`src/rtl/servo_array_ctrl_if.sv`:
```
// Byte link between the servo controller and the UART rx/tx pair.
// The receiver side supplies rx bytes and tx_busy; the controller answers with tx_data/tx_send.
interface servo_array_ctrl_if;
  logic [7:0] rx_data;
  logic       rx_new;
  logic [7:0] tx_data;
  logic       tx_send;
  logic       tx_busy;

  modport master (output rx_data, rx_new, tx_busy, input tx_data, tx_send);
  modport slave  (input rx_data, rx_new, tx_busy, output tx_data, tx_send);
endinterface

```
`src/rtl/servo_array_ctrl.sv`:
```
// N-channel servo controller: 0xFF/CH/POS frame parser, slew-limited positions, per-channel PWM.
// Targets update on the POS byte; the one-entry ACK/NAK slot waits for tx_busy low (latest response wins).
module servo_array_ctrl #(
  parameter int NUM_CH     = 4,
  parameter int PWM_PERIOD = 1000000,
  parameter int PULSE_MIN  = 50000,
  parameter int PULSE_STEP = 196,
  parameter int SLEW_DIV   = 250000,
  parameter int SLEW_STEP  = 1,
  parameter int RESET_POS  = 128,
  parameter int TIMEOUT    = 500000
) (
  input  logic                clk,
  input  logic                rst,
  servo_array_ctrl_if.slave   io_ser,
  output logic [8*NUM_CH-1:0] o_pos_out,
  output logic [NUM_CH-1:0]   o_pwm_out,
  output logic                o_frame_err
);
  localparam int PW = (PWM_PERIOD > 1) ? $clog2(PWM_PERIOD) : 1;
  localparam int SW = (SLEW_DIV > 1) ? $clog2(SLEW_DIV) : 1;
  localparam int TW = $clog2(TIMEOUT + 1);
  localparam logic [PW-1:0] PWM_LAST  = PW'(PWM_PERIOD - 1);
  localparam logic [SW-1:0] SLEW_LAST = SW'(SLEW_DIV - 1);
  localparam logic [TW-1:0] TO_LAST   = TW'(TIMEOUT - 1);
  localparam logic [8:0]    STEP9     = 9'(SLEW_STEP);
  localparam logic [7:0]    RST_POS   = 8'(RESET_POS);
  localparam logic [7:0]    BYTE_HDR   = 8'hFF;
  localparam logic [7:0]    BYTE_BCAST = 8'hFE;
  localparam logic [7:0]    BYTE_ACK   = 8'h06;
  localparam logic [7:0]    BYTE_NAK   = 8'h15;

  typedef enum logic [1:0] {ST_IDLE, ST_GOT_HDR, ST_GOT_CH} state_t;

  state_t            r_state;
  logic [7:0]        r_ch;
  logic [TW-1:0]     r_to_cnt;
  logic              r_frame_err;
  logic              r_pend;
  logic [7:0]        r_pend_dat;
  logic [7:0]        r_tx_data;
  logic              r_tx_send;
  logic [7:0]        r_target [NUM_CH];
  logic [7:0]        r_cur [NUM_CH];
  logic [SW-1:0]     r_tick_cnt;
  logic [PW-1:0]     r_pwm_cnt;
  logic [31:0]       r_width [NUM_CH];
  logic [NUM_CH-1:0] r_pwm;

  logic              w_ch_ok;
  logic              w_ack;
  logic              w_nak;
  logic              w_timeout;
  logic              w_send;
  logic              w_tick;
  logic [31:0]       w_width_new [NUM_CH];

  always_comb begin
    w_ch_ok   = (io_ser.rx_data < 8'(NUM_CH)) || (io_ser.rx_data == BYTE_BCAST);
    w_ack     = io_ser.rx_new && (r_state == ST_GOT_CH);
    w_nak     = io_ser.rx_new && (r_state == ST_GOT_HDR) && !w_ch_ok && (io_ser.rx_data != BYTE_HDR);
    w_timeout = !io_ser.rx_new && (r_state != ST_IDLE) && (r_to_cnt == TO_LAST);
    w_send    = r_pend && !io_ser.tx_busy && !r_tx_send;
    w_tick    = (r_tick_cnt == SLEW_LAST);
    for (int i = 0; i < NUM_CH; i++) begin
      w_width_new[i] = 32'(PULSE_MIN) + 32'(r_cur[i]) * 32'(PULSE_STEP);
    end
  end

  always_ff @(posedge clk) begin
    if (rst) begin
      r_state     <= ST_IDLE;
      r_ch        <= '0;
      r_to_cnt    <= '0;
      r_frame_err <= 1'b0;
      for (int i = 0; i < NUM_CH; i++) r_target[i] <= RST_POS;
    end else begin
      r_frame_err <= w_nak || w_timeout;
      if (io_ser.rx_new || (r_state == ST_IDLE)) r_to_cnt <= '0;
      else                                       r_to_cnt <= r_to_cnt + TW'(1);

      if (w_timeout) begin
        r_state <= ST_IDLE;
      end else if (io_ser.rx_new) begin
        case (r_state)
          ST_IDLE: begin
            if (io_ser.rx_data == BYTE_HDR) r_state <= ST_GOT_HDR;
          end
          ST_GOT_HDR: begin
            // A repeated 0xFF is treated as a fresh header so the stream can resync.
            if (w_ch_ok) begin
              r_state <= ST_GOT_CH;
              r_ch    <= io_ser.rx_data;
            end else if (io_ser.rx_data != BYTE_HDR) begin
              r_state <= ST_IDLE;
            end
          end
          default: begin
            r_state <= ST_IDLE;
            for (int i = 0; i < NUM_CH; i++) begin
              if ((r_ch == BYTE_BCAST) || (r_ch == 8'(i))) r_target[i] <= io_ser.rx_data;
            end
          end
        endcase
      end
    end
  end

  always_ff @(posedge clk) begin
    if (rst) begin
      r_pend     <= 1'b0;
      r_pend_dat <= '0;
      r_tx_data  <= '0;
      r_tx_send  <= 1'b0;
    end else begin
      r_tx_send <= w_send;
      if (w_send) r_tx_data <= r_pend_dat;
      if (w_ack || w_nak) begin
        r_pend     <= 1'b1;
        r_pend_dat <= w_ack ? BYTE_ACK : BYTE_NAK;
      end else if (w_send) begin
        r_pend <= 1'b0;
      end
    end
  end

  // Borrow out of the 9-bit subtract means the step would pass below zero.
  function automatic logic [7:0] slew(input logic [7:0] cur, input logic [7:0] tgt);
    logic [8:0] up;
    logic [8:0] dn;
    up = {1'b0, cur} + STEP9;
    dn = {1'b0, cur} - STEP9;
    if (cur < tgt)      return (up > {1'b0, tgt}) ? tgt : up[7:0];
    else if (cur > tgt) return (dn[8] || (dn[7:0] < tgt)) ? tgt : dn[7:0];
    else                return cur;
  endfunction

  always_ff @(posedge clk) begin
    if (rst) begin
      r_tick_cnt <= '0;
      for (int i = 0; i < NUM_CH; i++) r_cur[i] <= RST_POS;
    end else begin
      r_tick_cnt <= w_tick ? '0 : r_tick_cnt + SW'(1);
      for (int i = 0; i < NUM_CH; i++) begin
        if (SLEW_STEP == 0) r_cur[i] <= r_target[i];
        else if (w_tick)    r_cur[i] <= slew(r_cur[i], r_target[i]);
      end
    end
  end

  // At counter zero the freshly latched width is used, so the very first period is full length.
  always_ff @(posedge clk) begin
    if (rst) begin
      r_pwm_cnt <= '0;
      r_pwm     <= '0;
      for (int i = 0; i < NUM_CH; i++) r_width[i] <= '0;
    end else begin
      r_pwm_cnt <= (r_pwm_cnt == PWM_LAST) ? '0 : r_pwm_cnt + PW'(1);
      for (int i = 0; i < NUM_CH; i++) begin
        if (r_pwm_cnt == '0) begin
          r_width[i] <= w_width_new[i];
          r_pwm[i]   <= 32'(r_pwm_cnt) < w_width_new[i];
        end else begin
          r_pwm[i]   <= 32'(r_pwm_cnt) < r_width[i];
        end
      end
    end
  end

  assign io_ser.tx_data = r_tx_data;
  assign io_ser.tx_send = r_tx_send;
  assign o_frame_err    = r_frame_err;
  assign o_pwm_out      = r_pwm;

  for (genvar g = 0; g < NUM_CH; g++) begin : g_pos
    assign o_pos_out[8*g +: 8] = r_cur[g];
  end
endmodule
```
`src/flat_wrapper.sv`:
```
// flat-port wrapper written by rule: the top's interface ports become plain ports
module servo_array_ctrl_flat 
#(
  parameter int NUM_CH     = 4,
  parameter int PWM_PERIOD = 1000000,
  parameter int PULSE_MIN  = 50000,
  parameter int PULSE_STEP = 196,
  parameter int SLEW_DIV   = 250000,
  parameter int SLEW_STEP  = 1,
  parameter int RESET_POS  = 128,
  parameter int TIMEOUT    = 500000
)
  (clk, rst, o_pos_out, o_pwm_out, o_frame_err, io_ser_rx_data, io_ser_rx_new, io_ser_tx_busy, io_ser_tx_data, io_ser_tx_send);
  servo_array_ctrl_if io_ser_i ();
  input  logic clk;
  input  logic rst;
  output logic [8*NUM_CH-1:0] o_pos_out;
  output logic [NUM_CH-1:0] o_pwm_out;
  output logic o_frame_err;
  input wire logic [$bits(io_ser_i.rx_data)-1:0] io_ser_rx_data;
  input wire logic [$bits(io_ser_i.rx_new)-1:0] io_ser_rx_new;
  input wire logic [$bits(io_ser_i.tx_busy)-1:0] io_ser_tx_busy;
  output wire logic [$bits(io_ser_i.tx_data)-1:0] io_ser_tx_data;
  output wire logic [$bits(io_ser_i.tx_send)-1:0] io_ser_tx_send;
  assign io_ser_i.rx_data = io_ser_rx_data;
  assign io_ser_i.rx_new = io_ser_rx_new;
  assign io_ser_i.tx_busy = io_ser_tx_busy;
  assign io_ser_tx_data = io_ser_i.tx_data;
  assign io_ser_tx_send = io_ser_i.tx_send;
  servo_array_ctrl #(.NUM_CH(NUM_CH), .PWM_PERIOD(PWM_PERIOD), .PULSE_MIN(PULSE_MIN), .PULSE_STEP(PULSE_STEP), .SLEW_DIV(SLEW_DIV), .SLEW_STEP(SLEW_STEP), .RESET_POS(RESET_POS), .TIMEOUT(TIMEOUT)) u_core (.clk(clk), .rst(rst), .io_ser(io_ser_i), .o_pos_out(o_pos_out), .o_pwm_out(o_pwm_out), .o_frame_err(o_frame_err));
endmodule
```
`config.mk`:
```
export PLATFORM = sky130hd
export DESIGN_NAME = servo_array_ctrl_flat
export DESIGN_NICKNAME = d
export VERILOG_FILES = /design/src/rtl/servo_array_ctrl_if.sv /design/src/rtl/servo_array_ctrl.sv /design/src/flat_wrapper.sv
export SDC_FILE = /design/constraint.sdc
export NUM_CORES = 1
export LEC_CHECK = 0
export CAP_MARGIN = 20
export CORE_AREA = 5 5 197 199
export DETAILED_ROUTE_END_ITERATION = 10
export DIE_AREA = 0 0 202 204
export PLACE_DENSITY = 0.66
export SKIP_CTS_REPAIR_TIMING = 1
export SLEW_MARGIN = 20
export SYNTH_ARGS = -nofsm -noshare
export SYNTH_HDL_FRONTEND = slang
export SYNTH_SLANG_ARGS = --single-unit
export TNS_END_PERCENT = 50
```
`constraint.sdc`:
```
create_clock -name clk -period 16.05 [get_ports clk]
set_clock_uncertainty 0.05 [all_clocks]
set_input_delay 2.4075 -clock clk [delete_from_list [all_inputs] [get_ports clk]]
set_output_delay 2.4075 -clock clk [all_outputs]
set_load 0.01 [all_outputs]
```
==> run metrics <==
status=completed; worst hold path class=flip-flop to flip-flop; pre-CTS WS=10,900 ps; CP Capture Type=flip-flop; Final ANT Viol Nets=0; clock sink total=204; gr ovfl total=0; Reg-to-Reg Start=u_core.r_cur[0][10]; top_reg_cell synth=edfxtp_1; Yosys warnings=0; drc violations=0; Die W=202 um; Final nets=2,357; Final Hold Vio Count=0; Avg Cell Area, Syn=between 9 and 10 um2; Synth cell types=76; Async SR Flop Fraction=0%; Top Metal Used=met4; maximum VDD drop=75.57 uV; Critical Path Start=u_core.r_cur[0][10]; drt via density=5.638; CP Class=flip-flop to flip-flop; RSZ-0062 raised after global routing=no; TNS Setup=0 ps; Setup violations, final=0; hold path start=u_core.r_to_cnt[0]; cells after synthesis=approximately 1.9k; largest net degree at the start of global routing=65; depth of the CTS H-tree=1; CTS tree=done; PD cells=~77 nW/um2; fin crit period=roughly 4800 ps; core area=37,040 um2; initial drt markers=around 700; initial antenna violation count=0; final WL=42.39 mm; Post-synth EDFFs=124; WL per Instance=17.24 um; FF+latch count, synth=204; vias=13.86k; full die area=41,210 um2; first-pass GRT wire length=69.42 mm; register area share after synthesis=between 20% and 30%; WL met1=19.53 mm; Tightest Pin Transition=951.2 ps; CTS Buffer Depth=3; largest cells by area after synthesis=ha_1 26%, edfxtp_1 21%, dfxtp_1 9.0%, xnor2_1 4.9%, nor2_1 3.7%; # diodes=0; Max FO, Critical Path=10; crit path DAT=5130 ps; DRT Pass-1 Iters=5; Tcrit/Tclk final=between 20 and 30%; share of cells above drive strength 1=3.426%; count of non-filler cells in the finished layout=2,459; fmax=210.0 MHz; Pins Over Slew Limit=0; clk_lat worst skew=530 ps; CTS Buf Count=24; hpwl dp=31.70 mm; Total GRT Usage=approximately a fifth; placed insts=2,414; Worst Slack Setup Final=approximately 11,000 ps; Yosys top cell area share=25.98%; max-cap violation count=0; num ports=a little under 60; num rows=71; vias in the first global route=13.85k; WL met2=19.99 mm; Initial Utilization=48.10%; port bufs=53; clock transition at the registers of the reported paths=60 ps; final core utilization=52.93%; worst hold margin=between 400 and 500 ps; Netlist Area Pre-Place=17,820 um2; reg2reg path depth=17; Met3 Wirelength=between 1.5 and 2 mm; Root Buffer Master=clkbuf_16; Synth area leader=ha_1; Worst setup SP type=flip-flop; hold path cells=1; die height=between 200 and 250 um; Slew HR=36.11%; Synth-to-Final Area Change=10.04%; worst path required time=16,420 ps; leak pwr=8.830 nW; RePlAce Congestion=around 0.9
stage by stage:
step	instance area [um2]	power [mW]
2_1_floorplan	17830	0.8914
3_3_place_gp	18810	0.9698
3_5_place_dp	18810	0.9811
4_1_cts	19590	1.523
5_1_grt	19610	1.596
6_report	19610	1.511
synthesized netlist by cell type, drive strengths merged (19+ instances only):
master and count:
ha 370, nor2 179, inv 162, edfxtp 124, a21oi 123, nand2 111, xnor2 99, o21ai 81
dfxtp 80, nand3 64, xor2 57, nand4 44, mux2i 40, and2 37, a21o 32, o22ai 28
nor2b 24, nor3 23, nand2b 22, buf 20, and3 19
path summary, 6_finish.rpt:
| kind | end | slack [ps] |
|---|---|---|
| setup / recovery | u_core.o_pwm_out[1] | 11290 |
| hold / removal | u_core.r_to_cnt[0] | 420 |
| hold reg to reg | u_core.r_to_cnt[0] | 420 |
| setup reg to reg | u_core.o_pwm_out[1] | 11290 |
state kept, by name, summed over array words and instances, names as in the netlist:
| register | count |
|---|---|
| u_core.r_width | 60 |
| u_core.r_cur | 32 |
| u_core.r_target | 32 |
| u_core.r_pwm_cnt | 20 |
| u_core.r_to_cnt | 19 |
| u_core.r_tick_cnt | 18 |
| u_core.r_ch | 8 |
| u_core.o_pwm_out | 4 |
| u_core.io_ser.tx_data | 3 |
| u_core.r_pend_dat | 3 |
| u_core.r_state | 2 |
| u_core.io_ser.tx_send | 1 |
| u_core.o_frame_err | 1 |
| u_core.r_pend | 1 |
critical path, cell delays in order (launching register included):
cell and delay, ps:
edfxtp_1 630, inv_1 170, ha_1 310, inv_1 80, fa_1 510, inv_1 40
ha_1 310, ha_1 300, a211oi_1 280, o21bai_1 160, a21oi_1 190, xor2_1 340
nor2_1 130, nor3b_1 330, ha_1 220, and4_1 200, o221ai_1 120, a32o_1 280
layer usage:
layer | global-route usage, % | vias up
li1 | - | 6972
met1 | 26.18 | 6553
met2 | 35.57 | 271
met3 | 2.253 | 67
met4 | 5.444 | 0
met5 | 0 | -
power by group:
group	total [mW]	switching [mW]	internal (mW)
logic	0.360	0.210	0.150
registers	0.613	0.0196	0.593
clock network	0.538	0.224	0.315
total	1.51	0.453	1.06
area by class of cell:
class / instances / area, um2
fill: 3394 / 17440
clock buffer: 30 / 675.6
multi-input combinational: 1515 / 11710
timing repair buffer: 60 / 595.6
sequential: 204 / 5325
inverter: 162 / 608.1
clock inverter: 14 / 102.6
tap: 474 / 593.1
cells by family (layout without fill, tap and decap cells):
logic type	Yosys count	after routing	synth area share, %
compound gates	347	347	11.92
xor+xnor	156	156	7.668
fa+ha+maj	378	378	26.88
buf+inv	198	266	4.515
flops	204	204	29.89
mux	41	41	2.310
other cells	1	4	0.02105
simple gates	589	589	16.80
layout by cell type, fill, tap and decap left out, types with 6 or more instances in the layout:
cell / synthesis / layout
clkinv_2: 0 / 6
a21boi_0: 6 / 6
nor2b_1: 24 / 24
and4_1: 8 / 8
nand3_1: 62 / 62
inv_1: 162 / 162
a21o_1: 32 / 32
nor3_1: 19 / 19
o211ai_1: 11 / 11
nor2_1: 178 / 178
a21oi_1: 123 / 123
and2_1: 36 / 36
ha_1: 370 / 370
or3_1: 14 / 14
clkdlybuf4s50_1: 0 / 53
o21ai_0: 78 / 75
dfxtp_1: 80 / 80
and3_1: 19 / 19
nor3b_1: 7 / 7
o22ai_1: 28 / 28
a31oi_1: 8 / 8
fa_1: 8 / 8
nand2_1: 111 / 111
clkbuf_16: 0 / 26
mux2i_1: 40 / 40
nand4_1: 43 / 43
o21bai_1: 6 / 6
edfxtp_1: 124 / 124
xnor2_1: 99 / 99
buf_4: 13 / 6
nand2b_1: 22 / 22
a211oi_1: 12 / 12
xor2_1: 57 / 57
nor4_1: 7 / 7
or2_2: 6 / 6
No activity file was read; power rests on OpenSTA's default activity.
